`src/rtl/mem_bist_init.sv`:
```
// Backplane bus-master memory self-test: writes a pattern over an address range,
// reads it back, and records the first miscompare or NXM timeout.
module mem_bist_init #(
  parameter int RDLAT   = 1,
  parameter int TIMEOUT = 15
) (
  input  logic         clkT,
  input  logic         rst,
  input  logic         start,
  input  logic [16:35] cfgFIRST,
  input  logic [16:35] cfgLAST,
  input  logic [0:35]  cfgPAT,
  input  logic         cfgMODE,
  output logic         busy,
  output logic         done,
  output logic         fail,
  output logic         nxm,
  output logic [16:35] errADDR,
  output logic [0:35]  errEXP,
  output logic [0:35]  errGOT,
  output logic         busREQO,
  input  logic         busACKI,
  output logic [0:35]  busADDRO,
  output logic [0:35]  busDATAO,
  input  logic [0:35]  busDATAI
);

  typedef enum logic [2:0] {IDLE, WREQ, RREQ, RWAIT, DONE} state_t;

  localparam logic [7:0] TMO_LIM  = 8'(TIMEOUT);
  localparam logic [1:0] LAT_LAST = 2'(RDLAT - 1);

  function automatic logic [0:35] pattern(input logic [0:35] pat, input logic mode,
                                          input logic [16:35] a);
    return mode ? (pat ^ {16'd0, a}) : pat;
  endfunction

  // Flag bits: 3 READ, 5 WRITE, 8 PHYS; address in the low 20 bits.
  function automatic logic [0:35] bus_word(input logic wr, input logic [16:35] a);
    logic [0:35] w;
    w        = 36'd0;
    w[3]     = ~wr;
    w[5]     = wr;
    w[8]     = 1'b1;
    w[16:35] = a;
    return w;
  endfunction

  state_t       state_q;
  logic [16:35] first_q, last_q, addr_q, err_addr_q;
  logic [0:35]  pat_q, err_exp_q, err_got_q, bus_addr_q, bus_data_q;
  logic         mode_q, busy_q, done_q, fail_q, nxm_q, req_q;
  logic [7:0]   tmo_q;
  logic [1:0]   lat_q;

  logic [16:35] addr_d;
  logic [0:35]  exp_d;

  assign addr_d = addr_q + 20'd1;
  assign exp_d  = pattern(pat_q, mode_q, addr_q);

  always_ff @(posedge clkT) begin
    if (rst) begin
      state_q    <= IDLE;
      first_q    <= 20'd0;
      last_q     <= 20'd0;
      addr_q     <= 20'd0;
      pat_q      <= 36'd0;
      mode_q     <= 1'b0;
      busy_q     <= 1'b0;
      done_q     <= 1'b0;
      fail_q     <= 1'b0;
      nxm_q      <= 1'b0;
      err_addr_q <= 20'd0;
      err_exp_q  <= 36'd0;
      err_got_q  <= 36'd0;
      req_q      <= 1'b0;
      bus_addr_q <= 36'd0;
      bus_data_q <= 36'd0;
      tmo_q      <= 8'd0;
      lat_q      <= 2'd0;
    end else begin
      case (state_q)
        IDLE: begin
          done_q <= 1'b0;
          if (start) begin
            first_q    <= cfgFIRST;
            last_q     <= cfgLAST;
            pat_q      <= cfgPAT;
            mode_q     <= cfgMODE;
            addr_q     <= cfgFIRST;
            fail_q     <= 1'b0;
            nxm_q      <= 1'b0;
            err_addr_q <= 20'd0;
            err_exp_q  <= 36'd0;
            err_got_q  <= 36'd0;
            tmo_q      <= 8'd0;
            lat_q      <= 2'd0;
            if (cfgFIRST > cfgLAST) begin
              state_q <= DONE;
              done_q  <= 1'b1;
            end else begin
              state_q    <= WREQ;
              busy_q     <= 1'b1;
              req_q      <= 1'b1;
              bus_addr_q <= bus_word(1'b1, cfgFIRST);
              bus_data_q <= pattern(cfgPAT, cfgMODE, cfgFIRST);
            end
          end
        end
        WREQ: begin
          if (busACKI) begin
            tmo_q <= 8'd0;
            if (addr_q == last_q) begin
              addr_q     <= first_q;
              state_q    <= RREQ;
              bus_addr_q <= bus_word(1'b0, first_q);
              bus_data_q <= 36'd0;
            end else begin
              addr_q     <= addr_d;
              bus_addr_q <= bus_word(1'b1, addr_d);
              bus_data_q <= pattern(pat_q, mode_q, addr_d);
            end
          end else if (tmo_q == TMO_LIM) begin
            fail_q     <= 1'b1;
            nxm_q      <= 1'b1;
            err_addr_q <= addr_q;
            err_exp_q  <= exp_d;
            err_got_q  <= 36'd0;
            state_q    <= DONE;
            done_q     <= 1'b1;
            busy_q     <= 1'b0;
            req_q      <= 1'b0;
            bus_addr_q <= 36'd0;
            bus_data_q <= 36'd0;
          end else begin
            tmo_q <= tmo_q + 8'd1;
          end
        end
        RREQ: begin
          if (busACKI) begin
            tmo_q      <= 8'd0;
            lat_q      <= 2'd0;
            req_q      <= 1'b0;
            bus_addr_q <= 36'd0;
            state_q    <= RWAIT;
          end else if (tmo_q == TMO_LIM) begin
            fail_q     <= 1'b1;
            nxm_q      <= 1'b1;
            err_addr_q <= addr_q;
            err_exp_q  <= exp_d;
            err_got_q  <= 36'd0;
            state_q    <= DONE;
            done_q     <= 1'b1;
            busy_q     <= 1'b0;
            req_q      <= 1'b0;
            bus_addr_q <= 36'd0;
            bus_data_q <= 36'd0;
          end else begin
            tmo_q <= tmo_q + 8'd1;
          end
        end
        RWAIT: begin
          if (lat_q == LAT_LAST) begin
            if (busDATAI != exp_d) begin
              fail_q     <= 1'b1;
              err_addr_q <= addr_q;
              err_exp_q  <= exp_d;
              err_got_q  <= busDATAI;
              state_q    <= DONE;
              done_q     <= 1'b1;
              busy_q     <= 1'b0;
            end else if (addr_q == last_q) begin
              state_q <= DONE;
              done_q  <= 1'b1;
              busy_q  <= 1'b0;
            end else begin
              addr_q     <= addr_d;
              state_q    <= RREQ;
              req_q      <= 1'b1;
              bus_addr_q <= bus_word(1'b0, addr_d);
            end
          end else begin
            lat_q <= lat_q + 2'd1;
          end
        end
        DONE: begin
          done_q  <= 1'b0;
          state_q <= IDLE;
        end
        default: begin
          state_q <= IDLE;
        end
      endcase
    end
  end

  assign busy     = busy_q;
  assign done     = done_q;
  assign fail     = fail_q;
  assign nxm      = nxm_q;
  assign errADDR  = err_addr_q;
  assign errEXP   = err_exp_q;
  assign errGOT   = err_got_q;
  assign busREQO  = req_q;
  assign busADDRO = bus_addr_q;
  assign busDATAO = bus_data_q;

endmodule

```
`config.mk`:
```
export PLATFORM = sky130hd
export DESIGN_NAME = mem_bist_init
export DESIGN_NICKNAME = d
export VERILOG_FILES = /design/src/rtl/mem_bist_init.sv
export SDC_FILE = /design/constraint.sdc
export NUM_CORES = 1
export LEC_CHECK = 0
export CORE_ASPECT_RATIO = 0.7
export CORE_UTILIZATION = 45
export CTS_BUF_LIST = sky130_fd_sc_hd__clkbuf_4 sky130_fd_sc_hd__clkbuf_8
export CTS_CLUSTER_SIZE = 30
export DETAILED_ROUTE_END_ITERATION = 8
export PLACE_DENSITY_LB_ADDON = 0.1
export SLEW_MARGIN = 30
export SYNTH_ARGS = -nofsm -noshare
export SYNTH_HDL_FRONTEND = slang
export SYNTH_SLANG_ARGS = --single-unit
```
`constraint.sdc`:
```
create_clock -name clkT -period 3.14 [get_ports clkT]
set_input_delay 0.628 -clock clkT [delete_from_list [all_inputs] [get_ports clkT]]
set_output_delay 0.628 -clock clkT [all_outputs]
set_load 0.005 [all_outputs]
```
# Word-level counts from Yosys, hierarchy flattened
# Index checks and enable logic that the tools add are counted.
# op_classes
add_sub_neg	3
n_lt_le_gt_ge	1
n_eq_ne	23
mux	90
n_bitwise	3
n_reduce_logical	22
# ops
operator	n
2-to-1 mux 36 bit	26
one-hot mux 36 bit (3 select lines)	3
2-to-1 mux 20 bit	11
one-hot mux 36 bit (4 select lines)	1
one-hot mux 20 bit (3 select lines)	2
XOR 36 x 20 -> 36 bit	3
inequality test 36 bit	1
2-to-1 mux 33 bit	1
2-to-1 mux 3 bit	9
2-to-1 mux 8 bit	3
inequality test 2 bit (second input constant)	12
2-to-1 mux 1 bit	23
adder 20 x 1 -> 20 bit (second input constant)	1
equality test 20 bit	1
> comparator 20 bit	1
AND reduction 6 bit	3
one-hot mux 8 bit (2 select lines)	1
AND reduction 7 bit	2
one-hot mux 3 bit (4 select lines)	1
AND reduction 4 bit	3
nonzero test 3 bit	4
inequality test 3 bit (second input constant)	3
adder 8 x 1 -> 8 bit (second input constant)	1
equality test 8 x 4 -> 1 bit (second input constant)	1
other kinds (18)	25
# word_totals
register_bits	279
wordCells	160

# Depth between registers and ports, before layout
# depth
ltp_word	6
mapped_depth	14
ltp_nobuf	10

# Least setup slack after synthesis
# No wires, ideal clock.
# synth_timing
path_type	input to register
startpoint	input busDATAI[3] (netlist bit)
endpoint	register bus_addr_q (netlist bit busADDRO[10])
arrival_ps	2964
setup_slack_ps	61
stages	9
path_buffers	1
path_cell_list	xnor2_1 o2111ai_1 or4_1 or4_4 nor4_4 o211ai_4 o21a_4 buf_6 and2_1
# synth_via
elab_chain_len	3
# synth_lines
element	line	text
start: declaration	25	input logic [0:35] busDATAI
inequality test 36 bit	165	if (busDATAI != exp_d) begin
inequality test 2 bit (no source line)	n/a	
AND reduction 6 bit (no source line)	n/a	
end signal: assignment	117	bus_addr_q <= bus_word(1'b0, first_q);
end signal: assignment	121	bus_addr_q <= bus_word(1'b1, addr_d);
end signal: assignment	181	bus_addr_q <= bus_word(1'b0, addr_d);
end: declaration	51	logic [0:35] pat_q, err_exp_q, err_got_q, bus_addr_q, bus_data_q;
# Every way passes these cells.
# A chain may end at the register's enable or synchronous reset.

# Final worst setup path
# layout_timing
startpoint	input busDATAI[4] (netlist bit)
endpoint	register bus_addr_q (netlist bit busADDRO[29])
# The elaborated chain is that of the path after synthesis.

==> out/results.txt <==
CTS max path bufs: 3
WS Path Type: primary input to flop
CP endpoint kind: flop
syn nets: 1899
post-synthesis sequential area ratio: 39.8%
worst hold slack: 0.367 ns
Leak: 7.54 nW
# IOs: 286
htree depth: 2
setup slack, reg-to-reg: 0.02 ns
asr flop ratio synth: 0%
Pins Over Slew Limit: 0
synth top area cells: dfxtp_1 40%, nand2_1 9.4%, a21oi_1 8.3%
hpwl dp: 42800 um
CP max-delay cell: or4_4
wire per inst: 22.7 um
Cell Area, Synth: 14000 um2
Top Family by Delay on Critical Path: simple AND/OR/NAND/NOR gates
core box area: 30400 um2
r2r worst-path depth: 12
f_max: 320 MHz
Largest stage delay, worst path: 0.59 ns
Worst Hold Path EP: errGOT[12]
fin crit share: 99.7%
gpl congestion: 1.01
Mapped Cells: 1759
CP Data Required Time: 3.65 ns
clock skew: 0.0192 ns
Std-Cell Rows: 53
Max IR drop VDD: 289 uV
CP most frequent cell: or4_4
layout cells sized above 1: 14.2%
first-pass GRT wire length: 84700 um
drt pass-1 iters: 5
CTS Sinks: 279
CTS tree: done
Die Wd: 213 um
Core Util, Final: 64.3%
dominant synthesized flop cell: dfxtp_1
latest clock arrival within the worst-skew pair: 0.61 ns
gr ovfl total: 0
Worst Setup SP: busDATAI[4]
total CTS buffers: 46
final setup fails: 0
unrepaired setup endpoints after global routing: yes
die area: 31900 um2
initial drt markers: 1734
Worst-path clk slew: 0.07 ns
Crit Path Max Fanout: 8
Initial Util: 46.2%
routed wire length: 58300 um
status: finished, final reports clean
Synth area leader: dfxtp_1
Warnings, synthesis: 0
Slew @ Worst Pin: 0.828 ns
Layout Nets: 2267
Avg Cell Area, Syn: 7.98 um2
chip height: 150 um
hold path depth: 3
Fin. Hold Viols: 0
CTS root buf: clkbuf_8
WP data arrival: 3.63 ns
Port Buf Inserts: 285
Worst Path Buf+Inv: 4
Yosys top cell area share: 39.8%
Hold Startpoint: busDATAI[12]
Yosys reg bits: 279
initial antenna violation count: 1
min Tclk post-route: 3.13 ns
CP Launch Type: primary input
routed vias: 15000
Post-synth EDFFs: 0
reg2reg start: mode_q
number of routed nets with antenna violations: 0
# DRC: 0
reg2reg end: busADDRO[29]
Yosys cell types: 71
Slew headroom: 44.2%
Critical Path, Cell by Cell: clkdlybuf4s50_1 -> xnor2_1 -> o2111ai_2 -> or4_4 -> or4_4 -> nor4_4 -> buf_4 -> o211ai_4 -> buf_12 -> clkbuf_16 -> o31ai_1
largest net degree at the start of global routing: 68
power per cell area: 549 nW/um2
Hold Path Class: primary input to flop
Max-Cap Viols: 0
Vias/cell: 5.85
vias in the first global route: 14000
Area Growth Syn to Fin: 39.2%
All-Layer GR Usage: 35.4%
-- cell usage after synthesis (13+ instances only) --
master      n
dfxtp_1   279
a211oi_1   22
and2_1     21
nor2b_1    13
nor3_1     13
mux2_2     17
o21ai_0    39
inv_1      36
mux2i_1    13
o31ai_1    15
xor2_1     83
nand2_1   350
a22o_1     36
buf_1      14
a21oi_1   234
o22ai_1    36
nor2_1     58
clkbuf_1  107
nand3_1   120
nand4_1    13
xnor2_1    46
ha_1       23
-- worst max path at each step --
| stage | endpoint | slack [ns] | cells after the start |
|---|---|---|---|
| 4_1_cts | addr_q[35] | -0.004 | 10 |
| 2_1_floorplan | busADDRO[10] | 0.06 | 9 |
| 3_5_place_dp | busREQO | -0.80 | 10 |
| 6_report | busADDRO[29] | 0.01 | 11 |
| 3_3_place_gp | busREQO | -0.78 | 10 |
| 5_1_grt | busADDRO[22] | -0.01 | 12 |
-- report_power, final --
| group | total (mW) | internal, mW | switching, mW |
|---|---|---|---|
| sequential | 4.12 | 3.82 | 0.305 |
| combinational | 3.10 | 1.37 | 1.73 |
| clock | 3.50 | 1.93 | 1.57 |
-- sequential cells by signal, indices dropped and copies added (netlist names), 8 cells and up --
register  cells
errGOT       36
tmo_q         8
busADDRO     36
addr_q       20
pat_q        36
last_q       20
first_q      20
busDATAO     36
errEXP       36
errADDR      20
-- kinds of logic after synthesis --
logic type,share of synthesized area (%)
buf+inv,5.39
compound gates,21.3
simple gates,20.2
flops,39.8
fa+ha+maj,2.05
xor+xnor,9.01
mux,2.29
-- layout by cell type, fill, tap and decap left out, drive strengths merged, types with 23 or more instances in the layout --
cell,n
nand2,351
xnor2,46
buf,176
clkdlybuf4s50,283
clkbuf,68
o21ai,43
nor2,58
o22ai,36
inv,38
a21oi,234
dfxtp,279
xor2,83
ha,23
nand3,120
a22o,36
-- area by class of cell --
cell class / count / area (um2)
Multi-Input combinational cell: 1298 / 7820
Clock buffer: 64 / 818
Fill cell: 2717 / 10800
Antenna cell: 2 / 5.00
Inverter: 37 / 139
Clock inverter: 13 / 155
Tap cell: 412 / 515
Timing Repair Buffer: 465 / 4500
Sequential cell: 279 / 5590
-- through the flow --
| stage | total power, mW | worst slack [ns] | instances | instance area [um2] | setup TNS, ns |
|---|---|---|---|---|---|
| after global routing | 11.1 | -0.0125 | 2569 | 19500 | -0.0507 |
| after floorplan | 5.56 | 0.0608 | 1759 | 14000 | 0 |
| after global placement | 7.03 | -0.775 | 2482 | 18300 | -110.02 |
| final | 10.7 | 0.0108 | 2570 | 19500 | 0 |
| after CTS | 10.6 | -0.00433 | 2562 | 19300 | -0.00433 |
| after detailed placement | 7.06 | -0.798 | 2482 | 18300 | -116.47 |
-- worst reg2reg max path, cell delays in order, from the launching register on --
cell and delay [ns]:
dfxtp_4 0.37, buf_12 0.15, buf_6 0.15, and2_1 0.16, xnor3_2 0.27, o2111ai_2 0.15
or4_4 0.60, nor4_4 0.26, buf_4 0.18, o211ai_4 0.12, buf_12 0.17, clkbuf_16 0.16
o31ai_1 0.27
-- timing repair --
action                     CTS  global route
pin swaps                    2            11
buffers inserted             2             2
gates cloned                 1             4
setup endpoints to repair  136           170
hold buffers                 0             0
gates resized for setup      7            16
-- per-layer routing --
layer	routed length [um]	share of wire (%)	track usage, %	vias up
met4	1220	2.1	9.42	0
met2	24400	42	51.0	861
met1	25500	44	50.8	7182
li1	-	-	-	6901
met3	7230	12	10.4	99
met5	0	0	0	-
(Power assumes the default switching activity.)
